File: src/rtl/player_hit_ctrl_if.sv
// Hit/round bus between the collision logic, the player draw stages and
// the round controller.
interface player_hit_ctrl_if;
    logic       start;
    logic       hit_cat;
    logic       hit_dog;
    logic       cat_flash;
    logic       dog_flash;
    logic [3:0] cat_hp;
    logic [3:0] dog_hp;
    logic [1:0] state;
    logic [1:0] winner;

    modport master (
        output start, hit_cat, hit_dog,
        input  cat_flash, dog_flash, cat_hp, dog_hp, state, winner
    );

    modport slave (
        input  start, hit_cat, hit_dog,
        output cat_flash, dog_flash, cat_hp, dog_hp, state, winner
    );
endinterface

File: src/rtl/player_hit_ctrl.sv
// Round controller for the cat/dog sprites: hit edge detect, HP, flash
// (invulnerability) timers and IDLE/PLAY/OVER sequencing with winner report.

// One player: edge detect, HP counter and flash timer.
module player_lane #(
    parameter int MAX_HP      = 5,
    parameter int HIT_DAMAGE  = 1,
    parameter int FLASH_TICKS = 32_500_000
) (
    input  logic       clk,
    input  logic       rst_n,
    input  logic       hit,
    input  logic       play,
    input  logic       clear,
    output logic       flash,
    output logic [3:0] hp,
    output logic [3:0] hp_nxt,
    output logic       accept
);
    localparam int         TW    = (FLASH_TICKS > 2) ? $clog2(FLASH_TICKS) : 1;
    localparam logic [3:0] HP0   = 4'(MAX_HP);
    localparam logic [3:0] DMG   = 4'(HIT_DAMAGE);
    localparam logic [TW-1:0] TLOAD = TW'(FLASH_TICKS - 1);

    logic          hit_q;
    logic          hit_rise;
    logic [TW-1:0] timer;

    assign hit_rise = hit & ~hit_q;

    always_comb begin
        accept = hit_rise & play & ~flash;
        hp_nxt = hp;
        // Saturate at zero so large damage never wraps to a high HP.
        if (accept) hp_nxt = (hp > DMG) ? hp - DMG : 4'd0;
    end

    always_ff @(posedge clk or negedge rst_n) begin
        if (!rst_n) begin
            hit_q <= 1'b0;
            hp    <= HP0;
            flash <= 1'b0;
            timer <= '0;
        end else begin
            hit_q <= hit;
            if (clear) begin
                hp    <= HP0;
                flash <= 1'b0;
                timer <= '0;
            end else if (accept) begin
                hp    <= hp_nxt;
                flash <= 1'b1;
                timer <= TLOAD;
            end else if (flash) begin
                if (timer == '0) flash <= 1'b0;
                else             timer <= timer - TW'(1);
            end
        end
    end
endmodule

module player_hit_ctrl #(
    parameter int MAX_HP      = 5,
    parameter int HIT_DAMAGE  = 1,
    parameter int FLASH_TICKS = 32_500_000
) (
    input  logic              clk,
    input  logic              rst_n,
    player_hit_ctrl_if.slave  bus
);
    localparam int         NUM_LANES = 2;   // lane 0 = cat, lane 1 = dog
    localparam logic [1:0] S_IDLE    = 2'd0;
    localparam logic [1:0] S_PLAY    = 2'd1;
    localparam logic [1:0] S_OVER    = 2'd2;

    logic [1:0]                  state;
    logic [1:0]                  winner;
    logic                        play;
    logic                        clear;
    logic [NUM_LANES-1:0]        hit;
    logic [NUM_LANES-1:0]        flash;
    logic [NUM_LANES-1:0]        accept;
    logic [NUM_LANES-1:0][3:0]   hp;
    logic [NUM_LANES-1:0][3:0]   hp_nxt;
    logic [NUM_LANES-1:0]        hp_zero;

    assign hit   = {bus.hit_dog, bus.hit_cat};
    assign play  = (state == S_PLAY);
    assign clear = bus.start & (state != S_PLAY);

    for (genvar g = 0; g < NUM_LANES; g++) begin : g_lane
        player_lane #(
            .MAX_HP      (MAX_HP),
            .HIT_DAMAGE  (HIT_DAMAGE),
            .FLASH_TICKS (FLASH_TICKS)
        ) u_lane (
            .clk    (clk),
            .rst_n  (rst_n),
            .hit    (hit[g]),
            .play   (play),
            .clear  (clear),
            .flash  (flash[g]),
            .hp     (hp[g]),
            .hp_nxt (hp_nxt[g]),
            .accept (accept[g])
        );
        assign hp_zero[g] = (hp_nxt[g] == 4'd0);
    end

    // Winner encoding falls out as {cat dead, dog dead}: 2=dog won, 1=cat won, 3=draw.
    always_ff @(posedge clk or negedge rst_n) begin
        if (!rst_n) begin
            state  <= S_IDLE;
            winner <= 2'd0;
        end else begin
            case (state)
                S_IDLE: if (bus.start) state <= S_PLAY;
                S_PLAY: if (|hp_zero) begin
                    state  <= S_OVER;
                    winner <= {hp_zero[0], hp_zero[1]};
                end
                S_OVER: if (bus.start) begin
                    state  <= S_PLAY;
                    winner <= 2'd0;
                end
                default: state <= S_IDLE;
            endcase
        end
    end

    assign bus.cat_flash = flash[0];
    assign bus.dog_flash = flash[1];
    assign bus.cat_hp    = hp[0];
    assign bus.dog_hp    = hp[1];
    assign bus.state     = state;
    assign bus.winner    = winner;
endmodule
File: src/flat_wrapper.sv
// flat-port wrapper written by rule: the top's interface ports become plain ports
module player_hit_ctrl_flat 
#(
    parameter int MAX_HP      = 5,
    parameter int HIT_DAMAGE  = 1,
    parameter int FLASH_TICKS = 32_500_000
)
  (clk, rst_n, bus_start, bus_hit_cat, bus_hit_dog, bus_cat_flash, bus_dog_flash, bus_cat_hp, bus_dog_hp, bus_state, bus_winner);
  player_hit_ctrl_if bus_i ();
  input  logic clk;
  input  logic rst_n;
  input wire logic [$bits(bus_i.start)-1:0] bus_start;
  input wire logic [$bits(bus_i.hit_cat)-1:0] bus_hit_cat;
  input wire logic [$bits(bus_i.hit_dog)-1:0] bus_hit_dog;
  output wire logic [$bits(bus_i.cat_flash)-1:0] bus_cat_flash;
  output wire logic [$bits(bus_i.dog_flash)-1:0] bus_dog_flash;
  output wire logic [$bits(bus_i.cat_hp)-1:0] bus_cat_hp;
  output wire logic [$bits(bus_i.dog_hp)-1:0] bus_dog_hp;
  output wire logic [$bits(bus_i.state)-1:0] bus_state;
  output wire logic [$bits(bus_i.winner)-1:0] bus_winner;
  assign bus_i.start = bus_start;
  assign bus_i.hit_cat = bus_hit_cat;
  assign bus_i.hit_dog = bus_hit_dog;
  assign bus_cat_flash = bus_i.cat_flash;
  assign bus_dog_flash = bus_i.dog_flash;
  assign bus_cat_hp = bus_i.cat_hp;
  assign bus_dog_hp = bus_i.dog_hp;
  assign bus_state = bus_i.state;
  assign bus_winner = bus_i.winner;
  player_hit_ctrl #(.MAX_HP(MAX_HP), .HIT_DAMAGE(HIT_DAMAGE), .FLASH_TICKS(FLASH_TICKS)) u_core (.clk(clk), .rst_n(rst_n), .bus(bus_i));
endmodule
File: config.mk
export PLATFORM = sky130hd
export DESIGN_NAME = player_hit_ctrl_flat
export DESIGN_NICKNAME = d
export VERILOG_FILES = /design/src/rtl/player_hit_ctrl_if.sv /design/src/rtl/player_hit_ctrl.sv /design/src/flat_wrapper.sv
export SDC_FILE = /design/constraint.sdc
export NUM_CORES = 1
export LEC_CHECK = 0
export ABC_AREA = 1
export BUFFER_PORTS_ARGS = -buffer_cell sky130_fd_sc_hd__buf_2
export CAP_MARGIN = 40
export CORE_UTILIZATION = 45
export CTS_BUF_LIST = sky130_fd_sc_hd__clkbuf_2
export CTS_CLUSTER_DIAMETER = 100
export DETAILED_ROUTE_END_ITERATION = 12
export SLEW_MARGIN = 20
export SYNTH_ARGS = -nofsm -noshare
export SYNTH_HDL_FRONTEND = slang
export SYNTH_SLANG_ARGS = --single-unit
File: constraint.sdc
create_clock -name clk -period 2.29 [get_ports clk]
set_input_delay 0.229 -clock clk [delete_from_list [all_inputs] [get_ports clk]]
set_output_delay 0.229 -clock clk [all_outputs]
set_load 0.05 [all_outputs]
==> results_tabular.tex, run 1 <==
\begin{tabular}{lr}
\hline
Metric & Value \\
\hline
\multicolumn{2}{l}{\textbf{Finish}} \\
Sequential cell area & 1660 sq um \\
Area grow syn2layout & 8.42\% \\
Most used cells in the layout excluding fill and tap cells & 180 x sky130\_fd\_sc\_hd\_\_nand2\_1, 76 x sky130\_fd\_sc\_hd\_\_inv\_1, 74 x sky130\_fd\_sc\_hd\_\_nor2\_1, 65 x sky130\_fd\_sc\_hd\_\_nand3\_1, 62 x sky130\_fd\_sc\_hd\_\_dfrtp\_1 \\
Most common cell after layout, fill and taps aside & sky130\_fd\_sc\_hd\_\_nand2\_1 \\
Fraction of layout instances using a drive strength above 1 & 12.1\% \\
Filler cell count & 944 \\
Area of all placed cells without fillers & 4620 sq um \\
Post-layout nets & 655 \\
Multi-input gate area in the final layout & 2210 sq um \\
Antenna cell count & 0 \\
Utilization after layout & 50.3\% \\
\multicolumn{2}{l}{\textbf{Die}} \\
Die Span Y & 99.3 um \\
Die ar. & 9870 sq um \\
I/O pin count & 19 \\
Width of the chip & 99.3 um \\
Core ar. & 9200 sq um \\
Effective utilization at floorplan & 46.4\% \\
Number of placement rows & 35 \\
\multicolumn{2}{l}{\textbf{Logic synthesis}} \\
Synthesized Nets & 628 \\
Post-synthesis share of cell area spent on xor and xnor gates & 4.11\% \\
Mean post-synth cell area & 6.93 sq um \\
Synthesized area & 4260 sq um \\
Synthesized-area fraction occupied by adder cells & 2.35\% \\
Seq/Total Area, Yosys & 38.9\% \\
Dominant combinational cell family by area after synthesis & simple AND/OR/NAND/NOR gates \\
Warning count from the yosys run & 0 \\
Async set-reset flop share out of synthesis & 100\% \\
Compound-Gate Fraction of Synth Area & 6.08\% \\
Number of instances in the synthesized netlist & 615 \\
EDFF count, synth & 0 \\
Proportion of synthesized area in mux cells & 0\% \\
Count of state elements after synthesis & 66 \\
Number of unique standard cell types used by synthesis & 36 \\
Post-synthesis simple-gate area fraction & 39.3\% \\
Most used flip-flop cell after synthesis & sky130\_fd\_sc\_hd\_\_dfrtp\_1 \\
\multicolumn{2}{l}{\textbf{Timing}} \\
Final max-slew violation count & 0 \\
Post-route minimum period & 2.02 ns \\
Slew headroom & 65.2\% \\
Final setup vio count & 0 \\
Unrepaired setup endpoints after global routing & false \\
Setup tns final & 0 ns \\
Setup skew after layout & 0.0340 ns \\
Worst Setup Slack, final & 0.269 ns \\
Final hold violations & 0 \\
Part of the cycle the worst path needs & 88.2\% \\
Slew at the pin closest to its max-slew limit & 0.522 ns \\
Maximum operating frequency & 0.495 GHz \\
\multicolumn{2}{l}{\textbf{Clock network}} \\
Number of H-tree levels & 3 \\
Hold buffers post-CTS & 4 \\
Number of clock sinks & 66 \\
TritonCTS buffer count & 9 \\
Worst-path clk slew & 0.24 ns \\
CTS root buffer & sky130\_fd\_sc\_hd\_\_clkbuf\_2 \\
Buffers from clock root to sink, at most & 2 \\
Count of instances resized after the clock tree is built & 0 \\
Clock Latency Late Sink & 0.52 ns \\
TritonCTS clock tree & yes \\
Setup fix buffers added after clock tree synthesis & 0 \\
\multicolumn{2}{l}{\textbf{Min path}} \\
Path category of the worst min-delay check & in -> async \\
\multicolumn{2}{l}{\textbf{Drt}} \\
Routed len/inst & 12.9 um \\
Number of DRC violations after detailed-routing iteration 0 & 128 \\
Total number of vias & 3,899 \\
Number of nets with antenna violations after routing & 0 \\
Via-to-Cell Ratio & 5.14 \\
Aggregate routed wire length & 9.78 mm \\
Post-route DRC violation count & 0 \\
First-pass iteration count of the detailed router & 4 \\
\multicolumn{2}{l}{\textbf{Setup path}} \\
Chain of cells forming the critical path & inv\_1 > ha\_1 > o21ai\_0 > nand2\_1 > inv\_1 > nand2\_1 > nand2\_1 > nor2\_1 > nand2\_1 > nand2\_2 > nand2\_2 > nand3\_1 > nand2\_1 \\
WP data required & 2.74 ns \\
Reg2Reg Depth & 13 \\
Data arrival time of the critical path & 2.47 ns \\
Worst setup startpoint & u\_core.g\_lane[0].u\_lane.hp[0]\$\_DFFE\_PN1P\_ \\
Crit start category & flop \\
Depth of the critical timing path with buffers and inverters included & 13 \\
Combined buffer and inverter count along the critical path & 2 \\
Worst Setup End Kind & flop \\
Crit Reg-Reg Startpoint & u\_core.g\_lane[0].u\_lane.hp[0]\$\_DFFE\_PN1P\_ \\
Crit path kind & reg -> reg \\
Crit path max-delay cell type & sky130\_fd\_sc\_hd\_\_dfstp\_2 \\
Delay of the slowest critical-path stage & 0.63 ns \\
Top delay family on crit path & simple AND/OR/NAND/NOR gates \\
Crit Path Max Fanout & 6 \\
Most numerous cell on the critical path & sky130\_fd\_sc\_hd\_\_nand2\_1 \\
\multicolumn{2}{l}{\textbf{Outcome}} \\
Status & completed \\
\multicolumn{2}{l}{\textbf{Power and ir drop}} \\
Relative contribution of combinational cells to total power & 58.3\% \\
Int Power & 3100 uW \\
Standby leakage power & 0.00242 uW \\
Sequential power share & 30.8\% \\
Worst IR Drop VDD & 0.626 mV \\
Switching power share of the total & 53.5\% \\
Switching Power & 3570 uW \\
Power per standard cell area & 1440 nW/um\^{}2 \\
Clock group share of total power & 10.9\% \\
Power after layout & 6680 uW \\
\multicolumn{2}{l}{\textbf{Flow run}} \\
Maximum capacitance violations & 0 \\
\multicolumn{2}{l}{\textbf{Global route}} \\
Initial antenna violation count & 0 \\
Overall routing resource usage & 21.5\% \\
Sum of overflow across all layers after global routing & 0 \\
Pin count of the biggest net entering global routing & 48 \\
Via count of the first global-routing pass & 3,699 \\
Global-route wire length before repair & 16.9 mm \\
\multicolumn{2}{l}{\textbf{Placement}} \\
Setup slack after placement & 0.322 ns \\
RePlAce Congestion & 0.807 \\
Port bufs & 18 \\
Detailed placer's ending HPWL & 7.04 mm \\
Placed cell areas & 4460 sq um \\
\hline
\end{tabular}
power groups by stage:
stage	Sequential (uW)	Clock, uW	Combinational, uW
6_report	2060	731	3890
3_5_place_dp	2080	0	3880
5_1_grt	2130	815	4420
3_3_place_gp	2070	0	3830
2_1_floorplan	2270	0	2870
4_1_cts	2060	766	3900
final cells by class:
type,count,share of cell area (%)
tap,111,3.00
inverter,83,6.79
clock inverter,7,1.68
timing repair buffer,27,3.90
multi-input combinational,455,47.8
clock buffer,9,0.975
sequential,66,35.8
per-stage QoR:
| stage | hold slack (ns) | cells |
|---|---|---|
| floorplan | -0.0666 | 615 |
| global placement | 0.224 | 738 |
| detailed placement | 0.227 | 738 |
| CTS | 0.143 | 758 |
| global route | 0.131 | 758 |
| finish | 0.157 | 758 |
cell families after synthesis:
logic type	Yosys count
and+or+nand+nor	377
xor gates and xnor gates	20
adders and majority gates	8
buffers and inverters	94
DFF	66
AOI/OAI and AO/OA	50
Yosys cell counts, types with 5 or more instances:
master / count / area [sq um]
sky130_fd_sc_hd__nor2_1: 74 / 278
sky130_fd_sc_hd__inv_2: 5 / 18.8
sky130_fd_sc_hd__dfrtp_1: 62 / 1550
sky130_fd_sc_hd__a21oi_1: 13 / 65.1
sky130_fd_sc_hd__nand4_1: 10 / 62.6
sky130_fd_sc_hd__inv_1: 76 / 285
sky130_fd_sc_hd__nand2_2: 7 / 43.8
sky130_fd_sc_hd__xnor2_1: 6 / 52.6
sky130_fd_sc_hd__o21ai_1: 12 / 60.1
sky130_fd_sc_hd__o21ai_0: 22 / 110
sky130_fd_sc_hd__ha_1: 8 / 100
sky130_fd_sc_hd__nand3_1: 65 / 325
sky130_fd_sc_hd__nand2_1: 180 / 676
sky130_fd_sc_hd__nor3_1: 16 / 80.1
sky130_fd_sc_hd__xor2_1: 14 / 123
sky130_fd_sc_hd__nor2_2: 9 / 56.3
worst paths after layout:
kind	to	slack, ns
setup / recovery	u_core.bus.winner[0]$_DFFE_PN0P_	0.27
hold reg to reg	u_core.g_lane[1].u_lane.timer[1]$_DFFE_PN0P_	0.51
hold / removal	u_core.g_lane[0].u_lane.timer[7]$_DFFE_PN0P_	0.16
min in group clk	u_core.g_lane[0].u_lane.hit_q$_DFF_PN0_	0.40
setup reg to reg	u_core.bus.winner[0]$_DFFE_PN0P_	0.27
max in group asynchronous	u_core.g_lane[1].u_lane.hp[2]$_DFFE_PN1P_	1.41
registers in the layout (all words and copies together), names as in the netlist:
register / flops
u_core.g_lane.u_lane.hp: 8
u_core.bus.state: 2
u_core.g_lane.u_lane.hit_q: 2
u_core.g_lane.u_lane.flash: 2
u_core.bus.winner: 2
u_core.g_lane.u_lane.timer: 50
metal layers:
metal	track usage (%)	up-vias	part of all wire, %
met5	0	-	0
met3	5.06	19	3.5
met2	37.2	73	49
li1	-	1995	-
met4	7.47	0	2.0
met1	26.1	1812	46
(Power assumes the default switching activity.)
==> run 2: changes to the inputs <==
--- a/config.mk
+++ b/config.mk
@@ -12,6 +12,7 @@
 export CTS_BUF_LIST = sky130_fd_sc_hd__clkbuf_2
 export CTS_CLUSTER_DIAMETER = 100
 export DETAILED_ROUTE_END_ITERATION = 12
+export PLACE_DENSITY = 0.64
 export SLEW_MARGIN = 20
 export SYNTH_ARGS = -nofsm -noshare
 export SYNTH_HDL_FRONTEND = slang
==> constraint.sdc (replaced) <==
create_clock -name clk -period 2.1 [get_ports clk]
set_input_delay 0.21 -clock clk [delete_from_list [all_inputs] [get_ports clk]]
set_output_delay 0.21 -clock clk [all_outputs]
set_load 0.05 [all_outputs]
==> results_tabular.tex, run 2 (same netlist as run 1, synthesis figures left out) <==
\begin{tabular}{lr}
\hline
Metric & Value \\
\hline
\multicolumn{2}{l}{\textbf{Die}} \\
Die Span Y & 99.3 um (unchanged) \\
Number of placement rows & 35 (unchanged) \\
Effective utilization at floorplan & 46.4\% (unchanged) \\
I/O pin count & 19 (unchanged) \\
Core ar. & 9200 sq um (unchanged) \\
Width of the chip & 99.3 um (unchanged) \\
Die ar. & 9870 sq um (unchanged) \\
\multicolumn{2}{l}{\textbf{Finish}} \\
Post-layout nets & 662 (was 655) \\
Area grow syn2layout & 10.4\% (was 8.42\%) \\
Fraction of layout instances using a drive strength above 1 & 13.3\% (was 12.1\%) \\
Largest register FFs & 50 (unchanged) \\
Utilization after layout & 51.2\% (was 50.3\%) \\
Most common cell after layout, fill and taps aside & sky130\_fd\_sc\_hd\_\_nand2\_1 (unchanged) \\
Most used cells in the layout excluding fill and tap cells & 180 x sky130\_fd\_sc\_hd\_\_nand2\_1, 76 x sky130\_fd\_sc\_hd\_\_inv\_1, 73 x sky130\_fd\_sc\_hd\_\_nor2\_1, 65 x sky130\_fd\_sc\_hd\_\_nand3\_1, 62 x sky130\_fd\_sc\_hd\_\_dfrtp\_1 (was 180 x sky130\_fd\_sc\_hd\_\_nand2\_1, 76 x sky130\_fd\_sc\_hd\_\_inv\_1, 74 x sky130\_fd\_sc\_hd\_\_nor2\_1, 65 x sky130\_fd\_sc\_hd\_\_nand3\_1, 62 x sky130\_fd\_sc\_hd\_\_dfrtp\_1) \\
Antenna cell count & 0 (unchanged) \\
Reg with most FFs & u\_core.g\_lane.u\_lane.timer (unchanged) \\
Largest registers ranked by flip-flop count & u\_core.g\_lane.u\_lane.timer: 50 flops, u\_core.g\_lane.u\_lane.hp: 8 flops (unchanged) \\
\multicolumn{2}{l}{\textbf{Drt}} \\
Routed len/inst & 12.6 um (was 12.9 um) \\
Total number of vias & 3,881 (was 3,899) \\
Number of DRC violations after detailed-routing iteration 0 & 148 (was 128) \\
Via-to-Cell Ratio & 5.07 (was 5.14) \\
First-pass iteration count of the detailed router & 5 (was 4) \\
Number of nets with antenna violations after routing & 0 (unchanged) \\
Post-route DRC violation count & 0 (unchanged) \\
Aggregate routed wire length & 9.64 mm (was 9.78 mm) \\
\multicolumn{2}{l}{\textbf{Timing}} \\
Setup tns final & 0 ns (unchanged) \\
Final max-slew violation count & 0 (unchanged) \\
Part of the cycle the worst path needs & 89.5\% (was 88.2\%) \\
Unrepaired setup endpoints after global routing & false (unchanged) \\
Post-route minimum period & 1.88 ns (was 2.02 ns) \\
Maximum operating frequency & 0.532 GHz (was 0.495 GHz) \\
Final hold violations & 0 (unchanged) \\
Final setup vio count & 0 (unchanged) \\
Slew at the pin closest to its max-slew limit & 0.556 ns (was 0.522 ns) \\
Slew headroom & 62.9\% (was 65.2\%) \\
Setup skew after layout & 0.0423 ns (was 0.0340 ns) \\
\multicolumn{2}{l}{\textbf{Setup path}} \\
Data arrival time of the critical path & 2.32 ns (was 2.47 ns) \\
Most numerous cell on the critical path & sky130\_fd\_sc\_hd\_\_nand2\_1 (unchanged) \\
WP data required & 2.54 ns (was 2.74 ns) \\
Delay of the slowest critical-path stage & 0.45 ns (was 0.63 ns) \\
Crit path max-delay cell type & sky130\_fd\_sc\_hd\_\_dfrtp\_1 (was sky130\_fd\_sc\_hd\_\_dfstp\_2) \\
Crit path kind & reg -> reg (unchanged) \\
Top delay family on crit path & simple AND/OR/NAND/NOR gates (unchanged) \\
Chain of cells forming the critical path & inv\_1 > nand2\_1 > nor2\_1 > nand2\_1 > nor2\_2 > nand3\_2 > nand2\_4 > nand2\_2 > buf\_4 > o21ai\_0 (was inv\_1 > ha\_1 > o21ai\_0 > nand2\_1 > inv\_1 > nand2\_1 > nand2\_1 > nor2\_1 > nand2\_1 > nand2\_2 > nand2\_2 > nand3\_1 > nand2\_1) \\
Worst Setup End Kind & flop (unchanged) \\
Combined buffer and inverter count along the critical path & 2 (unchanged) \\
Crit Path Max Fanout & 17 (was 6) \\
Crit start category & flop (unchanged) \\
\multicolumn{2}{l}{\textbf{Placement}} \\
Port bufs & 18 (unchanged) \\
RePlAce Congestion & 0.870 (was 0.807) \\
Detailed placer's ending HPWL & 7.11 mm (was 7.04 mm) \\
\multicolumn{2}{l}{\textbf{Global route}} \\
Pin count of the biggest net entering global routing & 45 (was 48) \\
Sum of overflow across all layers after global routing & 0 (unchanged) \\
Global Route met3 Usage & 3.58\% (was 5.06\%) \\
Most heavily used metal layer in global routing & met2 (unchanged) \\
Via count of the first global-routing pass & 3,642 (was 3,699) \\
Initial antenna violation count & 0 (unchanged) \\
Overall routing resource usage & 21.1\% (was 21.5\%) \\
Met1 Usage GRT & 27.1\% (was 26.1\%) \\
Met2 layer usage reported by global route & 36.9\% (was 37.2\%) \\
Global-route wire length before repair & 16.7 mm (was 16.9 mm) \\
\multicolumn{2}{l}{\textbf{Min path}} \\
Path category of the worst min-delay check & in -> async (unchanged) \\
\multicolumn{2}{l}{\textbf{Clock network}} \\
Buffers from clock root to sink, at most & 2 (unchanged) \\
Worst-path clk slew & 0.21 ns (was 0.24 ns) \\
Number of H-tree levels & 3 (unchanged) \\
Clock Latency Late Sink & 0.52 ns (about the same) \\
TritonCTS clock tree & yes (unchanged) \\
TritonCTS buffer count & 9 (unchanged) \\
Setup fix buffers added after clock tree synthesis & 0 (unchanged) \\
Number of clock sinks & 66 (unchanged) \\
CTS root buffer & sky130\_fd\_sc\_hd\_\_clkbuf\_2 (unchanged) \\
\multicolumn{2}{l}{\textbf{Power and ir drop}} \\
Standby leakage power & 0.00247 uW (was 0.00242 uW) \\
Worst IR Drop VDD & 0.546 mV (was 0.626 mV) \\
Power per standard cell area & 1590 nW/um\^{}2 (was 1440 nW/um\^{}2) \\
\multicolumn{2}{l}{\textbf{Flow run}} \\
Maximum capacitance violations & 0 (unchanged) \\
\multicolumn{2}{l}{\textbf{Outcome}} \\
Status & completed (unchanged) \\
\hline
\end{tabular}
## run 2: timing repair
| action | 4_1_cts | 5_1_grt |
|---|---|---|
| gates resized for setup | 0 | 3 |
| endpoints found under the setup margin | 0 | 4 |
| hold endpoints to repair | 28 | 0 |
| hold buffers | 4 | 0 |
## run 2: layout make-up
class                   instances  area, sq um
clock buffers                   9         45.0
clock inverters                 7          100
fillers                       917         4490
inverters                      83          314
multi-input cells             455         2220
flip-flops and latches         66         1660
well taps                     111          139
repair buffers                 34          233
## run 2: worst paths after layout
kind | start | to | slack (ns) | depth (start not counted)
hold reg to reg | u_core.g_lane[1].u_lane.timer[1]$_DFFE_PN0P_ | u_core.g_lane[1].u_lane.timer[1]$_DFFE_PN0P_ | 0.51 | 2
hold / removal | rst_n | u_core.g_lane[0].u_lane.timer[14]$_DFFE_PN0P_ | 0.19 | 2
min in group clk | bus_hit_cat | u_core.g_lane[0].u_lane.hit_q$_DFF_PN0_ | 0.34 | 2
setup / recovery | u_core.g_lane[0].u_lane.timer[16]$_DFFE_PN0P_ | u_core.g_lane[0].u_lane.timer[15]$_DFFE_PN0P_ | 0.22 | 10
max in group asynchronous | rst_n | u_core.g_lane[1].u_lane.hp[2]$_DFFE_PN1P_ | 1.21 | 3
setup reg to reg | u_core.g_lane[0].u_lane.timer[16]$_DFFE_PN0P_ | u_core.g_lane[0].u_lane.timer[15]$_DFFE_PN0P_ | 0.22 | 10
## run 2: where the power goes
part	switching [uW]	leakage [uW]	internal, uW	total, uW
Clock	518	0.0000752	400	918
Sequential	477	0.000859	1760	2240
Combinational	2910	0.00154	1410	4320
Total	3900	0.00247	3580	7480
## run 2: layer usage
metal,share of wire (%),wire [um],vias to the layer above
met5,0,0,-
met1,46,4420,1804
met4,1.3,123,0
met2,49,4770,65
li1,-,-,2003
met3,3.5,333,9
## run 2: through the flow
| step | cell area, sq um | total power [uW] | setup slack (ns) | instances | hold slack [ns] |
|---|---|---|---|---|---|
| final | 4700 | 7480 | 0.220 | 765 | 0.188 |
| after floorplan | 4260 | 5610 | 0.144 | 615 | -0.0856 |
| after global placement | 4510 | 6480 | 0.236 | 745 | 0.229 |
| after CTS | 4700 | 7510 | 0.119 | 765 | 0.162 |
| after detailed placement | 4510 | 6550 | 0.178 | 745 | 0.234 |
| after global routing | 4700 | 8230 | 0.0213 | 765 | 0.200 |
